<file path="src/rtl/mlsd_pkg.sv">
`default_nettype none
// ============================================================================
// Module      : mlsd_pkg
// Description : Shared types and helpers for the sequence-detector datapath.
// Revision    : 1.0 - initial release
// ============================================================================
package mlsd_pkg;

   // Two-bit signed symbol hypothesized by a path.
   typedef logic signed [1:0] sym_t;

   // Control states of the path-metric stage.
   typedef enum logic [0:0] {
      FILL = 1'b0,
      RUN  = 1'b1
   } pm_state_t;

   // Largest value of a 2*bw-bit unsigned energy word (all ones).
   function automatic logic [63:0] e_max(input int bw);
      logic [63:0] one;
      one = 64'd1;
      return (one << (2 * bw)) - one;
   endfunction

endpackage
`default_nettype wire

</file>
<file path="src/rtl/path_metric_slice.sv">
`default_nettype none
// ============================================================================
// Module      : path_metric_slice
// Description : One path: normalize by the fed-back minimum (clamped at 0),
//               add the branch energy, saturate, and shift the symbol history.
// Revision    : 1.0 - initial release
// ============================================================================
module path_metric_slice
   import mlsd_pkg::*;
#(
   parameter int H_DEPTH   = 4,
   parameter int B_WIDTH   = 8,
   parameter bit INIT_ZERO = 1'b0
) (
   input  logic                   clk,
   input  logic                   rstb,
   input  logic                   restart,
   input  logic                   accept,
   input  logic [2*B_WIDTH-1:0]   branch_energy,
   input  sym_t                   branch_symbol,
   input  logic [2*B_WIDTH-1:0]   norm_energy,
   output logic [2*B_WIDTH-1:0]   energy,
   output sym_t [H_DEPTH-1:0]     history
);

   localparam int                EW       = 2 * B_WIDTH;
   localparam logic [63:0]       E_MAX_64 = e_max(B_WIDTH);
   localparam logic [EW-1:0]     E_MAX    = E_MAX_64[EW-1:0];
   // Path 0 starts as the survivor; every other path starts "infinitely" bad.
   localparam logic [EW-1:0]     E_START  = INIT_ZERO ? {EW{1'b0}} : E_MAX;

   logic [EW-1:0] diff;
   logic [EW:0]   sum;
   logic [EW-1:0] energy_nx;

   // Normalize with a floor at zero (tolerates a stale norm), add, saturate.
   always_comb begin
      diff      = (energy >= norm_energy) ? (energy - norm_energy) : {EW{1'b0}};
      sum       = {1'b0, diff} + {1'b0, branch_energy};
      energy_nx = sum[EW] ? E_MAX : sum[EW-1:0];
   end

   // Energy register: start value on reset/restart, update on accept.
   always_ff @(posedge clk or negedge rstb) begin
      if (!rstb) begin
         energy <= E_START;
      end else if (restart) begin
         energy <= E_START;
      end else if (accept) begin
         energy <= energy_nx;
      end
   end

   generate
      if (H_DEPTH == 1) begin : g_hist_single
         // Single-entry history simply captures the newest symbol.
         always_ff @(posedge clk or negedge rstb) begin
            if (!rstb) begin
               history <= '0;
            end else if (restart) begin
               history <= '0;
            end else if (accept) begin
               history[0] <= branch_symbol;
            end
         end
      end else begin : g_hist_shift
         // Newest symbol enters at index 0; the oldest falls off the top.
         always_ff @(posedge clk or negedge rstb) begin
            if (!rstb) begin
               history <= '0;
            end else if (restart) begin
               history <= '0;
            end else if (accept) begin
               history <= {history[H_DEPTH-2:0], branch_symbol};
            end
         end
      end
   endgenerate

endmodule
`default_nettype wire

</file>
<file path="src/rtl/path_metric_update.sv">
`default_nettype none
// ============================================================================
// Module      : path_metric_update
// Description : Registered path-metric stage feeding select_unit. Holds the
//               fill FSM, the history fill counter and out_valid; the per-path
//               arithmetic lives in path_metric_slice.
// Revision    : 1.0 - initial release
// ============================================================================
module path_metric_update
   import mlsd_pkg::*;
#(
   parameter int N_B     = 8,
   parameter int H_DEPTH = 4,
   parameter int B_WIDTH = 8
) (
   input  logic                              clk,
   input  logic                              rstb,
   input  logic                              restart,
   input  logic                              in_valid,
   input  logic [N_B-1:0][2*B_WIDTH-1:0]     branch_energies,
   input  sym_t [N_B-1:0]                    branch_symbols,
   input  logic [2*B_WIDTH-1:0]              norm_energy,
   output logic [N_B-1:0][2*B_WIDTH-1:0]     path_energies,
   output sym_t [N_B-1:0][H_DEPTH-1:0]       path_histories,
   output logic                              out_valid,
   output logic                              hist_full
);

   localparam int             CW       = $clog2(H_DEPTH + 1);
   localparam logic [CW-1:0]  CNT_FULL = CW'(H_DEPTH);

   pm_state_t       state, state_nx;
   logic [CW-1:0]   fill_cnt, fill_cnt_nx;
   logic            accept;

   // restart dominates a simultaneous input sample.
   assign accept = in_valid & ~restart;

   // Next-state: count accepted updates while filling, stop once full.
   always_comb begin
      state_nx    = state;
      fill_cnt_nx = fill_cnt;
      if (restart) begin
         state_nx    = FILL;
         fill_cnt_nx = '0;
      end else if (in_valid && (state == FILL)) begin
         fill_cnt_nx = fill_cnt + CW'(1);
         if (fill_cnt_nx == CNT_FULL) begin
            state_nx = RUN;
         end
      end
   end

   // Control registers.
   always_ff @(posedge clk or negedge rstb) begin
      if (!rstb) begin
         state     <= FILL;
         fill_cnt  <= '0;
         out_valid <= 1'b0;
         hist_full <= 1'b0;
      end else begin
         state     <= state_nx;
         fill_cnt  <= fill_cnt_nx;
         out_valid <= accept;
         hist_full <= (fill_cnt_nx == CNT_FULL);
      end
   end

   generate
      for (genvar g = 0; g < N_B; g++) begin : g_slice
         path_metric_slice #(
            .H_DEPTH   (H_DEPTH),
            .B_WIDTH   (B_WIDTH),
            .INIT_ZERO (g == 0)
         ) u_slice (
            .clk           (clk),
            .rstb          (rstb),
            .restart       (restart),
            .accept        (accept),
            .branch_energy (branch_energies[g]),
            .branch_symbol (branch_symbols[g]),
            .norm_energy   (norm_energy),
            .energy        (path_energies[g]),
            .history       (path_histories[g])
         );
      end
   endgenerate

endmodule
`default_nettype wire

</file>
<file path="config.mk">
export PLATFORM = sky130hd
export DESIGN_NAME = path_metric_update
export DESIGN_NICKNAME = d
export VERILOG_FILES = /design/src/rtl/mlsd_pkg.sv /design/src/rtl/path_metric_slice.sv /design/src/rtl/path_metric_update.sv
export SDC_FILE = /design/constraint.sdc
export NUM_CORES = 1
export LEC_CHECK = 0
export CORE_UTILIZATION = 49
export DETAILED_ROUTE_END_ITERATION = 10
export GPL_TIMING_DRIVEN = 0
export PLACE_DENSITY_LB_ADDON = 0.2
export SLEW_MARGIN = 20
export SYNTH_ARGS = -nofsm -noshare
export SYNTH_HDL_FRONTEND = slang
export SYNTH_SLANG_ARGS = --single-unit
</file>
<file path="constraint.sdc">
create_clock -name clk -period 5.28 [get_ports clk]
set_clock_uncertainty 0.15 [all_clocks]
set_input_delay 1.056 -clock clk [delete_from_list [all_inputs] [get_ports clk]]
set_output_delay 1.056 -clock clk [all_outputs]
set_load 0.005 [all_outputs]
</file>
==> impl_metrics.env <==
export IMPL_status="completed"
export IMPL_critPathRequiredTime_ns=5.58
export IMPL_critPathMaxFanout=10
export IMPL_clock_latency_ns=0.52
export IMPL_row_count=72
export IMPL_dr_pass1_iters=5
export IMPL_cp_end_kind="register"
export IMPL_clock_path_buffers=2
export IMPL_min_period_ns=5.25
export IMPL_p_leak_nw=11.7
export IMPL_critical_path_buf_inv_count=12
export IMPL_avgSynthCellArea_um2=8.71
export IMPL_drc_errors=0
export IMPL_place_congestion=0.986
export IMPL_synth_area_leaders="ha_1 17%, dfstp_2 15%, dfrtp_1 11%"
export IMPL_synthTopCellsByCount="319 x nor2_1, 258 x ha_1, 158 x a21oi_1"
export IMPL_fmax_mhz=190
export IMPL_setup_violations=0
export IMPL_io_pins=358
export IMPL_port_buffers=357
export IMPL_netlist_area_um2=19100
export IMPL_hold_end="g_slice[7].u_slice.energy[0]"
export IMPL_worst_slew_pin_slew_ns=1.15
export IMPL_grt_pass1_wl_um=102000
export IMPL_clk_pin_slew_ns=0.08
export IMPL_dpl_cell_area_um2=23900
export IMPL_layout_drive_gt1_share_pct=21.0
export IMPL_area_delta_synth_final_pct=41.8
export IMPL_synth_edf_count=0
export IMPL_wl_per_cell_um=21.1
export IMPL_holdPathStages=2
export IMPL_vias=19700
export IMPL_yosysTopAreaCell="ha_1"
export IMPL_antenna_found_initial=5
export IMPL_rrSetupSlack_ns=0.38
export IMPL_tritoncts="done"
export IMPL_reg2regPathDepth=20
export IMPL_path_common_cell="buf_4"
export IMPL_fin_nets=3188
export IMPL_slew_headroom_pct=23.5
export IMPL_period_share_pct=99.4
export IMPL_pre_cts_slack_ns=-2.15
export IMPL_arrival_ns=5.55
export IMPL_die_y_um=200
export IMPL_yosys_warnings=0
export IMPL_grt_max_degree=84
export IMPL_hpwl_um=48800
export IMPL_final_util_pct=70.4
export IMPL_numCtsBuffers=17
export IMPL_drv_cap=0
export IMPL_synth_most_common_cell="nor2_1"
export IMPL_synth_seq_cells=198
export IMPL_ys_flop_type="dfstp_2"
export IMPL_yosysTopAreaCellShare_pct=16.9
export IMPL_fillers=2942
export IMPL_overflow=0
export IMPL_ant_nets=0
export IMPL_cp_slowest_cell="fa_2"
export IMPL_cpPeakStageDelay_ns=0.43
export IMPL_crit_path_start_kind="input pin"
export IMPL_die_x_um=200
export IMPL_setup_slack_ns=0.0295
export IMPL_first_iter_violations=1264
export IMPL_synth_seq_area_share_pct=26.6
export IMPL_cts_root_buf="clkbuf_16"
export IMPL_grt_pass1_vias=19000
export IMPL_power_density_nw_per_um2=527
export IMPL_maxSlewViolCount=0
export IMPL_via_per_inst=6.01
export IMPL_ys_types=81
export IMPL_syn_nets=2636
export IMPL_async_flop_share_pct=100
export IMPL_min_from="g_slice[7].u_slice.energy[0]"
export IMPL_hold_path_class="register to register"
export IMPL_crit_family="compound AO/OA/AOI/OAI gates"
export IMPL_synth_cells=2198
export IMPL_hold_buffers=0
export IMPL_initial_core_util_pct=49.7
export IMPL_cts_sinks=198
export IMPL_critPathKind="input pin to register"
export IMPL_grt_total_usage_pct=33.8
export IMPL_finalInstanceArea_um2=27100
export IMPL_r2r_end="g_slice[4].u_slice.energy[15]"
export IMPL_rsz0062_at_grt="yes"
export IMPL_die_area_um2=39900
export IMPL_h_tree_depth=4
export IMPL_core_area_um2=38600
export IMPL_r2r_start="g_slice[4].u_slice.energy[0]"
export IMPL_vdd_drop_max_mv=0.265
export IMPL_hold_viol_final=0
export IMPL_routed_wl_um=69300
report_power, final:
group          internal, mW  switching, mW
Combinational          5.13           5.31
Sequential             2.08          0.397
Clock                 0.633          0.748
Total                  7.85           6.46
kinds of logic after synthesis:
kind of cell | after synthesis | synth area share [%]
compound gates | 688 | 24.6
simple gates | 672 | 16.3
mux | 71 | 3.72
xor+xnor | 163 | 7.46
buf+inv | 132 | 2.74
flops | 198 | 26.6
fa+ha+maj | 274 | 18.5
area by class of cell:
class | instances | area [um^2] | share of cell area, %
clock inverters | 15 | 160 | 0.590
multi-input cells | 1868 | 14900 | 54.8
repair buffers | 539 | 5260 | 19.4
well taps | 518 | 648 | 2.39
inverters | 75 | 338 | 1.24
clock buffers | 17 | 425 | 1.57
diodes | 2 | 5.00 | 0.0184
flip-flops and latches | 198 | 5090 | 18.8
plain buffers | 51 | 324 | 1.19
placed cells by master, fill, tap and decap left out, drive strengths merged, types with 7 or more instances in the layout:
cell / instances
inv: 67
a2bb2oi: 8
dfrtp: 86
dfstp: 112
clkinv: 7
nor2: 319
o21ai: 119
a21oi: 159
a211oi: 29
nand2: 93
a21boi: 13
clkinvlp: 16
o21a: 45
xor2: 71
a21o: 80
xnor2: 92
or3: 15
a31oi: 40
and3: 11
clkbuf: 59
o21bai: 11
nand4: 23
buf: 199
nor2b: 46
nor3b: 9
fa: 16
a311oi: 17
o31ai: 7
mux2i: 70
o211ai: 10
nor3: 58
o22a: 86
clkdlybuf4s50: 344
nand3: 29
o22ai: 8
ha: 258
nand2b: 31
a2111oi: 7
routing by layer:
| layer | part of all wire [%] | wire length [um] | vias to the layer above | GRT usage, % |
|---|---|---|---|---|
| met4 | 4.8 | 3310 | 6 | 16.9 |
| met5 | 0.062 | 43 | - | 0 |
| met2 | 46 | 32000 | 841 | 54.5 |
| li1 | - | - | 9256 | - |
| met3 | 8.2 | 5660 | 192 | 8.59 |
| met1 | 41 | 28300 | 9440 | 41.7 |
worst register-to-register path, cell delays in order, from the launching register on:
cell and delay (ns):
dfstp_2 0.56, inv_1 0.06, ha_1 0.21, fa_1 0.40, nor2b_2 0.14, o21a_1 0.16, o21ai_2 0.09, a31oi_2 0.28
a31oi_4 0.14, a21o_4 0.23, buf_4 0.15, nor3b_1 0.21, ha_1 0.32, a21oi_1 0.19, nor2b_1 0.07, a311o_1 0.37
a221o_1 0.39, o31ai_4 0.26, o21ai_0 0.16, xor2_1 0.17, o22a_1 0.16
how the worst max path moves through the flow:
stage | start | endpoint | cells after the start
floorplan | norm_energy[2] | g_slice[0].u_slice.energy[15] | 21
global placement | rstb | g_slice[4].u_slice.history[1] | 1
detailed placement | norm_energy[1] | g_slice[7].u_slice.energy[1] | 20
CTS | norm_energy[2] | g_slice[0].u_slice.energy[9] | 24
global route | norm_energy[2] | g_slice[5].u_slice.energy[10] | 28
finish | norm_energy[2] | g_slice[5].u_slice.energy[8] | 28
repair_timing:
action                     4_1_cts  5_1_grt
setup endpoints to repair      128      127
buffers inserted               125       53
pin swaps                       71       93
resized for setup              160      121
gates cloned                     3        0
registers in the layout, summed over array words and instances (netlist names):
register and flops:
g_slice.u_slice.history 64, g_slice.u_slice.energy 128, hist_full 1, out_valid 1
state 1, fill_cnt 3
stage by stage:
| stage | power [mW] | hold slack [ns] | cells | TNS (ns) |
|---|---|---|---|---|
| after floorplan | 8.87 | 0.313 | 2198 | -6.08 |
| after global placement | 11.0 | 0.330 | 3073 | -1063.71 |
| after detailed placement | 11.3 | 0.337 | 3075 | -237.21 |
| after CTS | 13.5 | 0.352 | 3233 | -0.00537 |
| after global routing | 15.3 | 0.368 | 3282 | -1.99 |
| final | 14.3 | 0.351 | 3283 | 0 |
No activity file was read; power rests on OpenSTA's default activity.
